$ cat src/rtl/nrisc_pkg.sv
// Shared nRISC control definitions: opcodes, FSM state codes, mux select codes
// and the control-word layout driven by the multicycle controller.
package nrisc_pkg;

  localparam int unsigned OP_W  = 3;
  localparam int unsigned ST_W  = 4;
  localparam int unsigned SEL_W = 2;

  localparam logic [OP_W-1:0] OP_ARITH = 3'b000;
  localparam logic [OP_W-1:0] OP_LOGIC = 3'b001;
  localparam logic [OP_W-1:0] OP_LW    = 3'b010;
  localparam logic [OP_W-1:0] OP_SW    = 3'b011;
  localparam logic [OP_W-1:0] OP_BEQ   = 3'b100;
  localparam logic [OP_W-1:0] OP_J     = 3'b101;
  localparam logic [OP_W-1:0] OP_RSVD  = 3'b110;
  localparam logic [OP_W-1:0] OP_HALT  = 3'b111;

  localparam logic [ST_W-1:0] S_INIT     = 4'd0;
  localparam logic [ST_W-1:0] S_FETCH    = 4'd1;
  localparam logic [ST_W-1:0] S_DECODE   = 4'd2;
  localparam logic [ST_W-1:0] S_EXEC_R   = 4'd3;
  localparam logic [ST_W-1:0] S_WB_R     = 4'd4;
  localparam logic [ST_W-1:0] S_MEM_ADDR = 4'd5;
  localparam logic [ST_W-1:0] S_MEM_RD   = 4'd6;
  localparam logic [ST_W-1:0] S_MEM_WB   = 4'd7;
  localparam logic [ST_W-1:0] S_MEM_WR   = 4'd8;
  localparam logic [ST_W-1:0] S_BRANCH   = 4'd9;
  localparam logic [ST_W-1:0] S_JUMP     = 4'd10;
  localparam logic [ST_W-1:0] S_HALT     = 4'd11;

  localparam logic [SEL_W-1:0] ULAOP_ARITH   = 2'b00;
  localparam logic [SEL_W-1:0] ULAOP_LOGIC   = 2'b01;
  localparam logic [SEL_W-1:0] ULAOP_ADD     = 2'b10;
  localparam logic [SEL_W-1:0] ULAOP_ADD_MEM = 2'b11;

  localparam logic [SEL_W-1:0] SRCB_REG = 2'b00;
  localparam logic [SEL_W-1:0] SRCB_ONE = 2'b01;
  localparam logic [SEL_W-1:0] SRCB_IMM = 2'b10;
  localparam logic [SEL_W-1:0] SRCB_BR  = 2'b11;

  localparam logic [SEL_W-1:0] PCSRC_ALU    = 2'b00;
  localparam logic [SEL_W-1:0] PCSRC_ULAOUT = 2'b01;
  localparam logic [SEL_W-1:0] PCSRC_JUMP   = 2'b10;

  typedef struct packed {
    logic             pc_write;
    logic             pc_write_cond;
    logic             iord;
    logic             mem_read;
    logic             mem_write;
    logic             ir_write;
    logic             reg_write;
    logic             mem_to_reg;
    logic             ula_src_a;
    logic [SEL_W-1:0] ula_src_b;
    logic [SEL_W-1:0] ula_op;
    logic             forca_sub;
    logic [SEL_W-1:0] pc_source;
    logic             halted;
    logic             ilegal;
  } ctrl_t;

  // States that wait on the memory handshake and feed the timeout counter.
  function automatic logic is_mem_state(input logic [ST_W-1:0] s);
    return (s == S_FETCH) || (s == S_MEM_RD) || (s == S_MEM_WR);
  endfunction

endpackage

$ cat src/rtl/controle_multiciclo_contador_espera.sv
// Saturating wait counter for memory handshakes; tc_o flags WAIT_MAX reached.
module contador_espera #(
  parameter int unsigned CW       = 4,
  parameter int unsigned WAIT_MAX = 15
) (
  input  logic clk,
  input  logic reset,
  input  logic clr_i,
  input  logic en_i,
  output logic tc_o
);

  logic [CW-1:0] cnt_q, cnt_d;

  assign tc_o = (cnt_q == CW'(WAIT_MAX));

  always_comb begin
    cnt_d = cnt_q;
    if (clr_i) begin
      cnt_d = '0;
    end else if (en_i && !tc_o) begin
      cnt_d = cnt_q + CW'(1);
    end
  end

  always_ff @(posedge clk) begin
    if (reset) begin
      cnt_q <= '0;
    end else begin
      cnt_q <= cnt_d;
    end
  end

endmodule

$ cat src/rtl/controle_multiciclo.sv
// Multicycle control FSM for the nRISC datapath: sequences each instruction and
// decodes the per-state datapath enables; halts on HALT or memory timeout.
module controle_multiciclo
  import nrisc_pkg::*;
#(
  parameter int unsigned WAIT_MAX = 15,
  parameter int unsigned CW       = 4
) (
  input  logic       clk,
  input  logic       reset,
  input  logic [2:0] Opcode,
  input  logic       Zero,
  input  logic       mem_ready,
  output logic       PCWrite,
  output logic       PCWriteCond,
  output logic       IorD,
  output logic       MemRead,
  output logic       MemWrite,
  output logic       IRWrite,
  output logic       RegWrite,
  output logic       MemtoReg,
  output logic       ULASrcA,
  output logic [1:0] ULASrcB,
  output logic [1:0] ULAOp,
  output logic       ForcaSub,
  output logic [1:0] PCSource,
  output logic       Halted,
  output logic       Erro,
  output logic       Ilegal,
  output logic [3:0] Estado
);

  logic [ST_W-1:0] state_q, state_d;
  logic            erro_q, erro_d;
  logic            tc;
  logic            wait_c;
  logic            timeout_c;
  ctrl_t           ctrl_c;

  // Zero is consumed by the datapath's PCWriteCond gate, not by the FSM.
  logic unused_zero;
  assign unused_zero = Zero;

  assign wait_c    = is_mem_state(state_q) && !mem_ready;
  assign timeout_c = wait_c && tc;

  contador_espera #(
    .CW       (CW),
    .WAIT_MAX (WAIT_MAX)
  ) u_contador_espera (
    .clk   (clk),
    .reset (reset),
    .clr_i (state_d != state_q),
    .en_i  (wait_c),
    .tc_o  (tc)
  );

  // Next-state logic
  always_comb begin
    state_d = state_q;
    erro_d  = erro_q | timeout_c;
    case (state_q)
      S_INIT:     state_d = S_FETCH;
      S_FETCH: begin
        if (mem_ready)      state_d = S_DECODE;
        else if (tc)        state_d = S_HALT;
      end
      S_DECODE: begin
        case (Opcode)
          OP_ARITH, OP_LOGIC: state_d = S_EXEC_R;
          OP_LW, OP_SW:       state_d = S_MEM_ADDR;
          OP_BEQ:             state_d = S_BRANCH;
          OP_J:               state_d = S_JUMP;
          OP_HALT:            state_d = S_HALT;
          OP_RSVD:            state_d = S_FETCH;
          default:            state_d = S_FETCH;
        endcase
      end
      S_EXEC_R:   state_d = S_WB_R;
      S_WB_R:     state_d = S_FETCH;
      S_MEM_ADDR: state_d = (Opcode == OP_SW) ? S_MEM_WR : S_MEM_RD;
      S_MEM_RD: begin
        if (mem_ready)      state_d = S_MEM_WB;
        else if (tc)        state_d = S_HALT;
      end
      S_MEM_WB:   state_d = S_FETCH;
      S_MEM_WR: begin
        if (mem_ready)      state_d = S_FETCH;
        else if (tc)        state_d = S_HALT;
      end
      S_BRANCH:   state_d = S_FETCH;
      S_JUMP:     state_d = S_FETCH;
      S_HALT:     state_d = S_HALT;
      default:    state_d = S_INIT;
    endcase
  end

  always_ff @(posedge clk) begin
    if (reset) begin
      state_q <= S_INIT;
      erro_q  <= 1'b0;
    end else begin
      state_q <= state_d;
      erro_q  <= erro_d;
    end
  end

  // Output decode from the state register; FETCH loads and Ilegal are gated
  always_comb begin
    ctrl_c = '0;
    case (state_q)
      S_FETCH: begin
        ctrl_c.mem_read  = 1'b1;
        ctrl_c.iord      = 1'b0;
        ctrl_c.ula_src_a = 1'b0;
        ctrl_c.ula_src_b = SRCB_ONE;
        ctrl_c.ula_op    = ULAOP_ADD;
        ctrl_c.pc_source = PCSRC_ALU;
        ctrl_c.ir_write  = mem_ready;
        ctrl_c.pc_write  = mem_ready;
      end
      S_DECODE: begin
        ctrl_c.ula_src_a = 1'b0;
        ctrl_c.ula_src_b = SRCB_BR;
        ctrl_c.ula_op    = ULAOP_ADD;
        ctrl_c.ilegal    = (Opcode == OP_RSVD);
      end
      S_EXEC_R: begin
        ctrl_c.ula_src_a = 1'b1;
        ctrl_c.ula_src_b = SRCB_REG;
        ctrl_c.ula_op    = Opcode[0] ? ULAOP_LOGIC : ULAOP_ARITH;
      end
      S_WB_R: begin
        ctrl_c.reg_write  = 1'b1;
        ctrl_c.mem_to_reg = 1'b0;
      end
      S_MEM_ADDR: begin
        ctrl_c.ula_src_a = 1'b1;
        ctrl_c.ula_src_b = SRCB_IMM;
        ctrl_c.ula_op    = ULAOP_ADD_MEM;
      end
      S_MEM_RD: begin
        ctrl_c.mem_read = 1'b1;
        ctrl_c.iord     = 1'b1;
      end
      S_MEM_WB: begin
        ctrl_c.reg_write  = 1'b1;
        ctrl_c.mem_to_reg = 1'b1;
      end
      S_MEM_WR: begin
        ctrl_c.mem_write = 1'b1;
        ctrl_c.iord      = 1'b1;
      end
      S_BRANCH: begin
        ctrl_c.ula_src_a     = 1'b1;
        ctrl_c.ula_src_b     = SRCB_REG;
        ctrl_c.ula_op        = ULAOP_ARITH;
        ctrl_c.forca_sub     = 1'b1;
        ctrl_c.pc_write_cond = 1'b1;
        ctrl_c.pc_source     = PCSRC_ULAOUT;
      end
      S_JUMP: begin
        ctrl_c.pc_write  = 1'b1;
        ctrl_c.pc_source = PCSRC_JUMP;
      end
      S_HALT:  ctrl_c.halted = 1'b1;
      default: ctrl_c = '0;
    endcase
  end

  assign PCWrite     = ctrl_c.pc_write;
  assign PCWriteCond = ctrl_c.pc_write_cond;
  assign IorD        = ctrl_c.iord;
  assign MemRead     = ctrl_c.mem_read;
  assign MemWrite    = ctrl_c.mem_write;
  assign IRWrite     = ctrl_c.ir_write;
  assign RegWrite    = ctrl_c.reg_write;
  assign MemtoReg    = ctrl_c.mem_to_reg;
  assign ULASrcA     = ctrl_c.ula_src_a;
  assign ULASrcB     = ctrl_c.ula_src_b;
  assign ULAOp       = ctrl_c.ula_op;
  assign ForcaSub    = ctrl_c.forca_sub;
  assign PCSource    = ctrl_c.pc_source;
  assign Halted      = ctrl_c.halted;
  assign Ilegal      = ctrl_c.ilegal;
  assign Erro        = erro_q;
  assign Estado      = state_q;

endmodule

$ cat config.mk
export PLATFORM = sky130hd
export DESIGN_NAME = controle_multiciclo
export DESIGN_NICKNAME = d
export VERILOG_FILES = /design/src/rtl/nrisc_pkg.sv /design/src/rtl/controle_multiciclo_contador_espera.sv /design/src/rtl/controle_multiciclo.sv
export SDC_FILE = /design/constraint.sdc
export NUM_CORES = 1
export LEC_CHECK = 0
export ABC_CLOCK_PERIOD_IN_PS = 3430
export BUFFER_PORTS_ARGS = -buffer_cell sky130_fd_sc_hd__buf_2
export CORE_MARGIN = 5
export CORE_UTILIZATION = 24
export DETAILED_ROUTE_END_ITERATION = 6
export SETUP_SLACK_MARGIN = 0.3
export SYNTH_ARGS = -nofsm -noshare
export SYNTH_HDL_FRONTEND = slang
export SYNTH_HIERARCHICAL = 1
export SYNTH_SLANG_ARGS = --single-unit
$ cat constraint.sdc
create_clock -name clk -period 3.43 [get_ports clk]
set_clock_uncertainty 0.1 [all_clocks]
set_input_delay 0.343 -clock clk [delete_from_list [all_inputs] [get_ports clk]]
set_output_delay 0.343 -clock clk [all_outputs]
set_load 0.05 [all_outputs]
* Word-level counts from Yosys, hierarchy flattened
Memories as Yosys holds them, arrays and structs flattened. Index checks and enable logic that the tools add are counted.
Storage, ports and cells: memories 1, flip-flop bits (word level) 9, memory bits (read-only) 32, logic and storage cells 51, bits of input ports 7, output and inout bits 23
Memory list:
- (no name shown) | words 8, bits a word 4, read ports 1, clocked after memory_dff 0, wr ports 0, line controle_multiciclo.sv:69 | case (Opcode)
Cells by class: reduce and logical (&&, ||, !) cells 12, equal/unequal tests 15, muxes and demuxes 18, add/sub/neg operators 1, bitwise logic cells 1
Operators by type and width (count):
- 4-bit case mux with 8 select lines | 1
- 5-bit case mux with 5 select lines | 1
- 4-bit equality test (second input constant) | 5
- 4-bit two-way mux | 5
- 4-bit by 3-bit equality test with 1-bit output (second input constant) | 4
- 4-bit by 2-bit equality test with 1-bit output (second input constant) | 2
- 1-bit two-way mux | 8
- 2-bit case mux with 2 select lines | 2
- 2-bit OR reduction | 3
- 5-bit OR reduction | 1
- 4-bit by 1-bit adder with 4-bit output (second input constant) | 1
- 4-bit by 1-bit equality test with 1-bit output (second input constant) | 1
- 4-bit logical NOT | 1
- 4-bit inequality test | 1
- 3-bit by 2-bit equality test with 1-bit output (second input constant) | 1
- 3-bit equality test (second input constant) | 1
- 1-bit logical AND | 3
- 1-bit logical NOT | 2
- 1-bit logical OR | 2
- 1-bit case mux with 2 select lines | 1
- 1-bit OR | 1

* Logic depth before layout (Yosys ltp)
Gate-level depths: netlist (run 1).
word-level depth 6, depth in mapped cells 11, gate-level depth less buffers 11

* Modules after synthesis
The synthesis (run 1) kept the hierarchy.
By module, submodules not included:
- controle_multiciclo | area an instance 764.5 µm², times used 1, sequential area each 100.1 µm², cells each 110
- contador_espera | area an instance 211.5 µm², times used 1, sequential area each 80.1 µm², cells each 22

* Worst setup path before layout (run 1)
Ideal clock, no wire load.
path kind register -> output, from register state_q[1], in the netlist Estado[1], to output ULAOp[1], data arrival time 2.714 ns, stages on the path, launching flop included 5, buffers on the path 1, data required time 2.987 ns, slack 0.273 ns, cells stage by stage dfxtp_1 > buf_2 > nand2b_1 > a21boi_0 > or2_2
Between the ends: word-level cells in the longest chain between the ends 2, elaborated cells between the ends (all ways) 6, classes of those cells eq/ne: 5; mux: 1
RTL lines:
- from (decl) | line controle_multiciclo.sv:33 | logic [ST_W-1:0] state_q, state_d;
- from (signal assigned) | line controle_multiciclo.sv:103 | state_q <= state_d;
- 4-bit equality test, or another cell as far along | line controle_multiciclo.sv:111 | case (state_q)
- 5-bit case mux with 5 select lines (*) | line controle_multiciclo.sv:111
- to (decl) | line controle_multiciclo.sv:24 | output logic [1:0] ULAOp,
Every way passes the cells marked *; elsewhere a longest branch is shown, timed or not.

* Final worst setup path (run 1)
from register state_q[3], in the netlist Estado[3], to register u_contador_espera.cnt_q[3]
Between the ends: word-level cells in the longest chain between the ends 5, elaborated cells between the ends (all ways) 24, classes of those cells eq/ne: 12; mux: 5; reduce/logical: 7
RTL lines:
- 4-bit equality test, or another cell as far along | line controle_multiciclo.sv:62 | case (state_q)
- 5-bit OR reduction (no line), or another cell as far along
- 4-bit case mux with 8 select lines / 1-bit logical OR (equally long branches) | line controle_multiciclo.sv:62, nrisc_pkg.sv:65
- 4-bit inequality test / 1-bit logical AND (equally long branches) | line controle_multiciclo.sv:53, controle_multiciclo.sv:44
- 2-bit OR reduction (no line) / 1-bit logical AND (equally long branches)
- to (signal assigned) | line controle_multiciclo_contador_espera.sv:30 | cnt_q <= cnt_d;
- to (decl) | line controle_multiciclo_contador_espera.sv:13 | logic [CW-1:0] cnt_q, cnt_d;
Parallel ways exist; a longest one is shown, timed or not. A chain may end at the register's enable or synchronous reset.

==> run_results.csv, run 1 <==
group,metric,value,unit
hold_path,hp-class,"in -> reg",
clocking,cts_buffer_depth,2,
clocking,postCtsSetupBuffers,0,
layout,multi_input_area,704,sq um
global_routing,grt_util_all_layers,0.0943,
clocking,cts-htree-levels,1,
timing,finalMaxSlewViolations,0,
layout,final.fill_count,442,
synth,synth_top_family_by_area,"simple AND/OR/NAND/NOR gates",
floorplanning,die_y,73.8,um
layout,layoutNonFillerInstCount,204,
setup_path,cp-end-kind,"flop",
layout,final_common_cell,"buf_2",
layout,fin_util,0.292,
timing,rsz0062_at_grt,"no",
pwr,ir_worst_vdd,0.151,mV
floorplanning,core_area,3970,sq um
global_routing,grt_pass1_wl,4170,um
drt,drc_errors,0,
timing,setup_slack,0.718,ns
floorplanning,die_w,73.8,um
synth,netlist_instances,132,
synth,synthAdderAreaFrac,0.0128,
synth,synth.avg_cell_area,7.39,sq um
timing,tns,0,ns
clocking,cts_tree,"yes",
synth,synthMuxAreaShare,0.0115,
pwr,power_leakage,0.518,nW
place,portBuffers,28,
setup_path,arrival,2.75,ns
global_routing,grt_overflow,0,
timing,relSlewSlack,0.455,
synth,synth_area_leaders,"dfxtp_1 (18%), nor2_1 (6.5%), nand2_1 (4.6%), nor2b_1 (4.5%), a21oi_1 (4.1%)",
synth,ys_seq_area_frac,0.185,
synth,async_flop_share,0,
drt,drt_iter0_drc,59,
drt,detail-route-antenna-nets,0,
clocking,cts_hold_buf,0,
synth,synth_top_flop_cell,"dfxtp_1",
layout,final_area,1160,sq um
timing,post-route-min-period,2.71,ns
synth,ys_warn_count,6,
place,gp_congestion,0.756,
drt,via_per_inst,4.95,
synth,synth_compound_gate_area_share,0.260,
timing,setup_viol,0,
clocking,cts_sinks,9,
synth,syn_nets,140,
place,dp_hpwl,1940,um
layout,area_delta_synth_final,18.8,%
timing,worst_pin_slew,0.816,ns
synth,synth_edf_count,0,
place,dpl-instance-area,1110,sq um
drt,drt_wl_total,2470,um
global_routing,grt_max_degree,26,
floorplanning,ios,30,
synth,synth-seq-cells,9,
synth,yosysTopAreaCellShare,0.185,
floorplanning,rows,23,
run,maxCapViolCount,0,
layout,antennaDiodeCount,0,
layout,finish.net_count,163,
setup_path,critPathMaxFanout,21,
clocking,path_clk_slew,0.04,ns
synth,yosysUniqueCellTypes,50,
synth,synth_simple_gate_area_frac,0.419,
timing,final-hold-violation-count,0,
clocking,clk_latency,0.23,ns
layout,regArea,180,sq um
pwr,p_total,0.415,mW
clocking,root_buffer,"clkbuf_8",
floorplanning,initial_core_util,0.246,
global_routing,antenna_found_initial,0,
layout,drive_gt1_frac,0.312,
place,place_ws,0.719,ns
setup_path,start_kind,"flop",
layout,final_cell_mix,"buf_2 (28), nor2_1 (17), nand2_1 (12)",
status,status,"finished clean",
synth,synth_top_area_cell,"dfxtp_1",
clocking,post_cts_resized,0,
place,placed_cells,200,
timing,whs,0.281,ns
setup_path,required,3.46,ns
timing,fin_crit_sh,0.791,
clocking,numCtsBuffers,3,
floorplanning,die-area,5440,sq um
pwr,powerDensity,358,nW/um^2
synth,syn_area,976,sq um
drt,vias,1010,
drt,wl_per_cell,12.1,um
drt,drt_pre_antenna_iters,4,
timing,fmax,0.369,GHz
global_routing,grt_pass1_vias,918,
setup_path,worstSetupPathType,"reg -> reg",
synth,synth_xor_xnor_area_share,0.0179,
-- worst max-delay path, stage by stage, from the launching register on --
cell	delay, ns
dfxtp_1	0.84
nand2b_4	0.16
or3_1	0.37
a21o_1	0.20
a32oi_1	0.19
o2111ai_1	0.19
nor2_1	0.35
o211ai_2	0.15
o41ai_2	0.06
-- per-layer routing --
layer,routed length [um],track usage,part of all wire,up-vias
met5,0,0,0,-
met4,25,0.0362,0.010,0
met3,134,0.0123,0.054,2
met2,1140,0.157,0.46,26
met1,1170,0.122,0.48,463
li1,-,-,-,519
-- area by class of cell --
class / count / area share
clock inverter: 1 / 0.00432
timing repair buffer: 29 / 0.127
sequential: 9 / 0.155
clock buffer: 3 / 0.0356
multi-input combinational: 107 / 0.607
tap: 50 / 0.0539
inverter: 5 / 0.0162
-- logic make-up (layout without fill, tap and decap cells) --
| group | count (synthesis) | in the layout |
|---|---|---|
| compound gates | 33 | 33 |
| xor+xnor | 2 | 2 |
| fa+ha+maj | 1 | 1 |
| buf+inv | 16 | 38 |
| flops | 9 | 9 |
| mux | 1 | 1 |
| simple gates | 70 | 70 |
-- state kept, by name (all words and copies together), names as in the netlist --
register,flops
Erro,1
Estado,4
u_contador_espera/cnt_q,4
-- where the power goes --
group / leakage (nW) / internal, mW / switching, mW / total, mW
clock: 0.0255 / 0.0789 / 0.0392 / 0.118
combinational: 0.419 / 0.0540 / 0.113 / 0.167
sequential: 0.0731 / 0.109 / 0.0204 / 0.130
total: 0.518 / 0.242 / 0.173 / 0.415
-- cell usage after synthesis (3+ instances only) --
| master | number |
|---|---|
| nor2_1 | 17 |
| nand2_1 | 12 |
| dfxtp_1 | 9 |
| a21oi_1 | 8 |
| nor2b_1 | 7 |
| nand2b_1 | 6 |
| buf_4 | 5 |
| and3_1 | 4 |
| buf_2 | 4 |
| inv_1 | 4 |
| nor3_1 | 4 |
| or2_2 | 4 |
| o21ai_0 | 3 |
-- path summary, 6_finish.rpt --
check                           startpoint                         end  slack, ns  cells past startpoint
worst min register to register        Erro                        Erro       0.38                      2
worst max register to register   Estado[3]  u_contador_espera/cnt_q[3]       0.72                      8
worst min-delay path                 reset                   Estado[2]       0.28                      2
worst max-delay path             Estado[3]  u_contador_espera/cnt_q[3]       0.72                      8
Note: power is estimated with default switching activity, not from simulation.
==> run 2: changes to the inputs <==
Settings changed: ABC_CLOCK_PERIOD_IN_PS 3430 to 2600.
Clock period 3.43 ns to 2.6 ns, I/O delays scaled along.
==> run 2 against run 1 <==
Register-to-register slack got worse by 0.33 ns. Utilization rose by 3.2 points. Critical endpoint unchanged. Critical path type unchanged. First-iteration DRC count fell by 19%. Hold slack worse by 0.067 ns.
==> run_results.csv, run 2 (synthesized netlist as in run 1, its figures left out) <==
group,metric,value,unit
floorplanning,core_area,3970,sq um
clocking,cts_tree,"yes",
pwr,power_leakage,0.558,nW
setup_path,cp-endpoint,"u_contador_espera/cnt_q[3]",
global_routing,antenna_found_initial,0,
clocking,cts-htree-levels,1,
setup_path,path_cells,"ha_4 -> nand3_4 -> inv_2 -> nand2b_1 -> or3_1 -> a21o_1 -> a32oi_1 -> o2111ai_2 -> nor2_4 -> o211ai_2 -> o41ai_2",
setup_path,arrival,2.25,ns
clocking,clk_latency,0.23,ns
timing,setup_slack,0.391,ns
status,status,"finished clean",
timing,fmax,0.453,GHz
timing,rsz0062_at_grt,"no",
global_routing,grt_pass1_wl,4130,um
pwr,powerDensity,440,nW/um^2
clocking,numCtsBuffers,3,
place,portBuffers,28,
clocking,cts_hold_buf,0,
clocking,path_clk_slew,0.04,ns
pwr,ir_worst_vdd,0.0991,mV
global_routing,grt_pass1_vias,879,
floorplanning,rows,23,
floorplanning,die-area,5440,sq um
clocking,cts_sinks,9,
place,place_ws,0.183,ns
drt,wl_per_cell,12.3,um
layout,fin_util,0.325,
hold_path,hp-class,"in -> reg",
setup_path,critPathTopFamily,"compound AO/OA/AOI/OAI gates",
hold_path,worstHoldPathCells,2,
setup_path,required,2.64,ns
drt,drt_iter0_drc,48,
place,dp_hpwl,1990,um
clocking,root_buffer,"clkbuf_8",
timing,finalMaxSlewViolations,0,
setup_path,critPathMaxFanout,5,
clocking,cts_buffer_depth,2,
timing,post-route-min-period,2.21,ns
place,gp_congestion,0.804,
setup_path,cp-end-kind,"flop",
floorplanning,die_y,73.8,um
floorplanning,die_w,73.8,um
layout,final.fill_count,441,
setup_path,r2r_start,"u_contador_espera/cnt_q[0]",
setup_path,rr_endpoint,"u_contador_espera/cnt_q[3]",
setup_path,start_kind,"flop",
global_routing,grt_overflow,0,
drt,detail-route-antenna-nets,0,
pwr,p_total,0.567,mW
global_routing,grt_util_all_layers,0.0932,
timing,final-hold-violation-count,0,
timing,worst_pin_slew,0.319,ns
timing,tns,0,ns
timing,relSlewSlack,0.787,
layout,final_common_cell,"buf_2",
setup_path,critPathSlowestCell,"dfxtp_4",
setup_path,critPathMaxStageDelay,0.36,ns
setup_path,cp_num_buf_inv,1,
setup_path,startpoint,"u_contador_espera/cnt_q[0]",
timing,setup_viol,0,
timing,fin_crit_sh,0.850,
layout,drive_gt1_frac,0.429,
drt,drc_errors,0,
drt,drt_pre_antenna_iters,4,
floorplanning,ios,30,
layout,finish.net_count,170,
layout,area_delta_synth_final,32.1,%
run,maxCapViolCount,0,
layout,antennaDiodeCount,0,
floorplanning,initial_core_util,0.246,
setup_path,worstSetupPathType,"reg -> reg",
drt,vias,1015,
drt,via_per_inst,4.81,
setup_path,reg2reg_depth,11,
layout,final_cell_mix,"buf_2 (28), nor2_1 (14), nand2_1 (12)",
global_routing,grt_max_degree,26,
timing,whs,0.214,ns
setup_path,cp.depth,11,
drt,drt_wl_total,2600,um
setup_path,ff2ff_setup_slack,0.39,ns
run 2: timing repair:
| item | CTS | global route |
|---|---|---|
| resized for setup | 6 | 9 |
| endpoints found under the setup margin | 4 | 5 |
| buffers inserted | 0 | 3 |
| pin swaps | 2 | 9 |
run 2: per-layer routing:
metal	wire, um	global-route usage	vias to the layer above
met2	1150	0.154	28
met4	11	0.0121	0
met5	0	0	-
met1	1240	0.122	449
met3	208	0.0287	2
li1	-	-	536
run 2: worst min path at each step:
stage,from,to,slack (ns)
after floorplan,reset,Estado[0],0.22
after global placement,Erro,Erro,0.35
after detailed placement,Erro,Erro,0.37
after CTS,reset,Estado[2],0.21
after global routing,reset,Estado[2],0.21
final,reset,Estado[2],0.21
run 2: where the power goes:
part	switching, mW	internal [mW]	total [mW]
Clock	0.0520	0.107	0.158
Sequential	0.0246	0.143	0.168
Combinational	0.159	0.0817	0.241
run 2: final cells by class:
class / count / area [sq um] / area share
Tap cell: 50 / 62.6 / 0.0485
Inverter: 5 / 18.8 / 0.0146
Sequential cell: 9 / 200 / 0.155
Timing Repair Buffer: 36 / 200 / 0.155
Multi-Input combinational cell: 107 / 762 / 0.591
Clock buffer: 4 / 45.0 / 0.0350
run 2: through the flow:
| stage | instance area [sq um] | instances |
|---|---|---|
| after global placement | 1160 | 204 |
| final | 1290 | 211 |
| after CTS | 1230 | 208 |
| after floorplan | 996 | 132 |
| after detailed placement | 1160 | 204 |
| after global routing | 1290 | 211 |
==> run 3: changes to the inputs <==
Settings changed: ABC_AREA set to 1, ABC_CLOCK_PERIOD_IN_PS 2600 to 2100.
Clock period 2.6 ns to 2.1 ns, I/O delays scaled along.
==> run 3 against run 2 <==
Utilization increased by 3.3 points. Wire length decreased by 7.7%. Sequential cell count unchanged. Final area decreased by 6.7%. Sequential power increased by 16%. Maximum frequency increased by 19%. Die area decreased by 12%. Total power increased by 15%. Synthesized cell count increased by 17%. Sequential share of layout area increased by 1.3 points. Combinational power increased by 35%. Critical path type unchanged.
==> run_results.csv, run 3 <==
group,metric,value,unit
status,status,"finished clean",
hold_path,hp-class,"in -> reg",
synth,synth_top_flop_cell,"dfxtp_1",
clocking,path_clk_slew,0.06,ns
place,gp_congestion,0.811,
timing,worst_pin_slew,0.288,ns
timing,rsz0062_at_grt,"yes",
pwr,power_leakage,0.648,nW
synth,synth_top_family_by_area,"simple AND/OR/NAND/NOR gates",
synth,async_flop_share,0,
setup_path,cp-end-kind,"flop",
global_routing,grt_pass1_wl,3980,um
global_routing,grt_max_degree,9,
floorplanning,rows,21,
setup_path,critPathMaxFanout,5,
drt,via_per_inst,4.47,
timing,fin_crit_sh,0.884,
layout,drive_gt1_frac,0.386,
clocking,cts_sinks,9,
synth,synth_commonest_cells,"nand2_1 (45), nor2_1 (32), inv_1 (18)",
drt,drt_wl_total,2400,um
setup_path,path_cells,"ha_4 -> nand3_4 -> inv_4 -> inv_2 -> nand2_1 -> nand3_1 -> nand2_1 -> nor2_2 -> nand2_1 -> nand2_1 -> nand2_1 -> nor2_1 -> nand2_1 -> nor2_4 -> o21ai_1 -> nor2_1",
floorplanning,ios,30,
layout,layoutNonFillerInstCount,235,
setup_path,critPathMaxStageDelay,0.35,ns
clocking,cts_buffer_depth,2,
pwr,ir_worst_vdd,0.392,mV
setup_path,cp_common_cell,"nand2_1",
synth,syn_area,838,sq um
layout,area_delta_synth_final,43.4,%
timing,relSlewSlack,0.808,
timing,tns,0,ns
floorplanning,die_w,69.1,um
global_routing,grt_util_all_layers,0.0993,
pwr,powerDensity,542,nW/um^2
synth,ys_warn_count,6,
synth,synth_top_area_cell,"dfxtp_1",
clocking,root_buffer,"clkbuf_4",
setup_path,worstSetupPathType,"reg -> reg",
drt,vias,1051,
setup_path,critPathTopFamily,"simple AND/OR/NAND/NOR gates",
setup_path,critPathSlowestCell,"dfxtp_4",
synth,synthAdderAreaFrac,0.0149,
global_routing,grt_overflow,0,
synth,synth_compound_gate_area_share,0.0851,
drt,detail-route-antenna-nets,0,
floorplanning,core_area,3360,sq um
clocking,numCtsBuffers,3,
layout,final_area,1200,sq um
synth,syn_nets,162,
synth,synth-seq-cells,9,
drt,wl_per_cell,10.2,um
synth,yosysUniqueCellTypes,17,
synth,netlist_instances,154,
clocking,cts_tree,"yes",
setup_path,arrival,1.94,ns
floorplanning,initial_core_util,0.249,
synth,synth_xor_xnor_area_share,0,
layout,final.fill_count,395,
clocking,clk_latency,0.26,ns
layout,final_cell_mix,"nand2_1 (45), nor2_1 (26), buf_2 (21)",
place,dp_hpwl,1830,um
synth,yosysTopAreaCellShare,0.215,
timing,setup_viol,0,
global_routing,grt_pass1_vias,876,
setup_path,cp_num_buf_inv,2,
synth,synth.avg_cell_area,5.44,sq um
place,portBuffers,28,
clocking,cts_hold_buf,0,
synth,synth_edf_count,0,
layout,finish.net_count,198,
layout,fin_util,0.358,
timing,post-route-min-period,1.86,ns
drt,drt_iter0_drc,50,
timing,final-hold-violation-count,0,
run,maxCapViolCount,0,
synth,synth_area_leaders,"dfxtp_1 (21%), nand2_1 (20%), nor2_1 (14%), inv_1 (8.1%), nand3_1 (7.2%)",
drt,drt_pre_antenna_iters,4,
place,placed_cells,226,
drt,drc_errors,0,
layout,antennaDiodeCount,0,
floorplanning,die-area,4770,sq um
global_routing,antenna_found_initial,0,
floorplanning,die_y,69.1,um
timing,finalMaxSlewViolations,0,
setup_path,start_kind,"flop",
clocking,cts-htree-levels,1,
place,dpl-instance-area,1080,sq um
setup_path,required,2.19,ns
synth,synth_most_common_cell,"nand2_1",
layout,final_common_cell,"nand2_1",
synth,synthMuxAreaShare,0,
timing,fmax,0.539,GHz
synth,ys_seq_area_frac,0.215,
synth,synth_simple_gate_area_frac,0.573,
==> run 3: final timing paths <==
check                              from                    endpoint  slack, ns  cells past startpoint
min                               reset                   Estado[0]       0.12                      2
max reg2reg  u_contador_espera/cnt_q[1]  u_contador_espera/cnt_q[1]       0.24                     16
min reg2reg                        Erro                        Erro       0.35                      2
max          u_contador_espera/cnt_q[1]  u_contador_espera/cnt_q[1]       0.24                     16
==> run 3: cell type report <==
type | instances | area [sq um] | share of cell area
flip-flops and latches | 9 | 203 | 0.169
inverters | 21 | 81.3 | 0.0676
multi-input cells | 122 | 639 | 0.532
repair buffers | 33 | 195 | 0.162
clock buffers | 4 | 26.3 | 0.0219
well taps | 46 | 57.6 | 0.0479
==> run 3: kinds of logic after synthesis <==
kind of cell,count (synthesis)
AND/OR/NAND/NOR,107
buffers and inverters,23
AO/OA/AOI/OAI,14
flip-flops,9
adder cells (fa/ha/maj),1
==> run 3: through the flow <==
step,total power [mW],setup WS (ns),hold slack (ns)
2_1_floorplan,0.439,0.281,0.169
3_3_place_gp,0.504,0.0744,0.344
3_5_place_dp,0.505,0.0621,0.344
4_1_cts,0.650,0.224,0.0963
5_1_grt,0.706,0.00377,0.111
6_report,0.652,0.244,0.119
==> run 3: repair_timing <==
item / in CTS / in global routing
endpoints found under the hold margin: 0 / 0
pin swaps: 7 / 3
setup buffers: 4 / 1
gates resized for setup: 14 / 11
cloned: 0 / 0
setup endpoints to repair: 6 / 13
==> run 3: per-layer routing <==
layer | track usage | vias to the layer above | routed length (um)
li1 | - | 553 | -
met1 | 0.130 | 462 | 1150
met2 | 0.148 | 34 | 1070
met3 | 0.0436 | 2 | 160
met4 | 0.0239 | 0 | 17
met5 | 0 | - | 0
==> run 3: where the power goes <==
group          internal, mW  switching (mW)  leakage, nW  total [mW]
clock network        0.0731          0.0586       0.0150       0.132
registers             0.178          0.0170       0.0774       0.195
logic                0.0891           0.236        0.556       0.325
total                 0.340           0.312        0.648       0.652
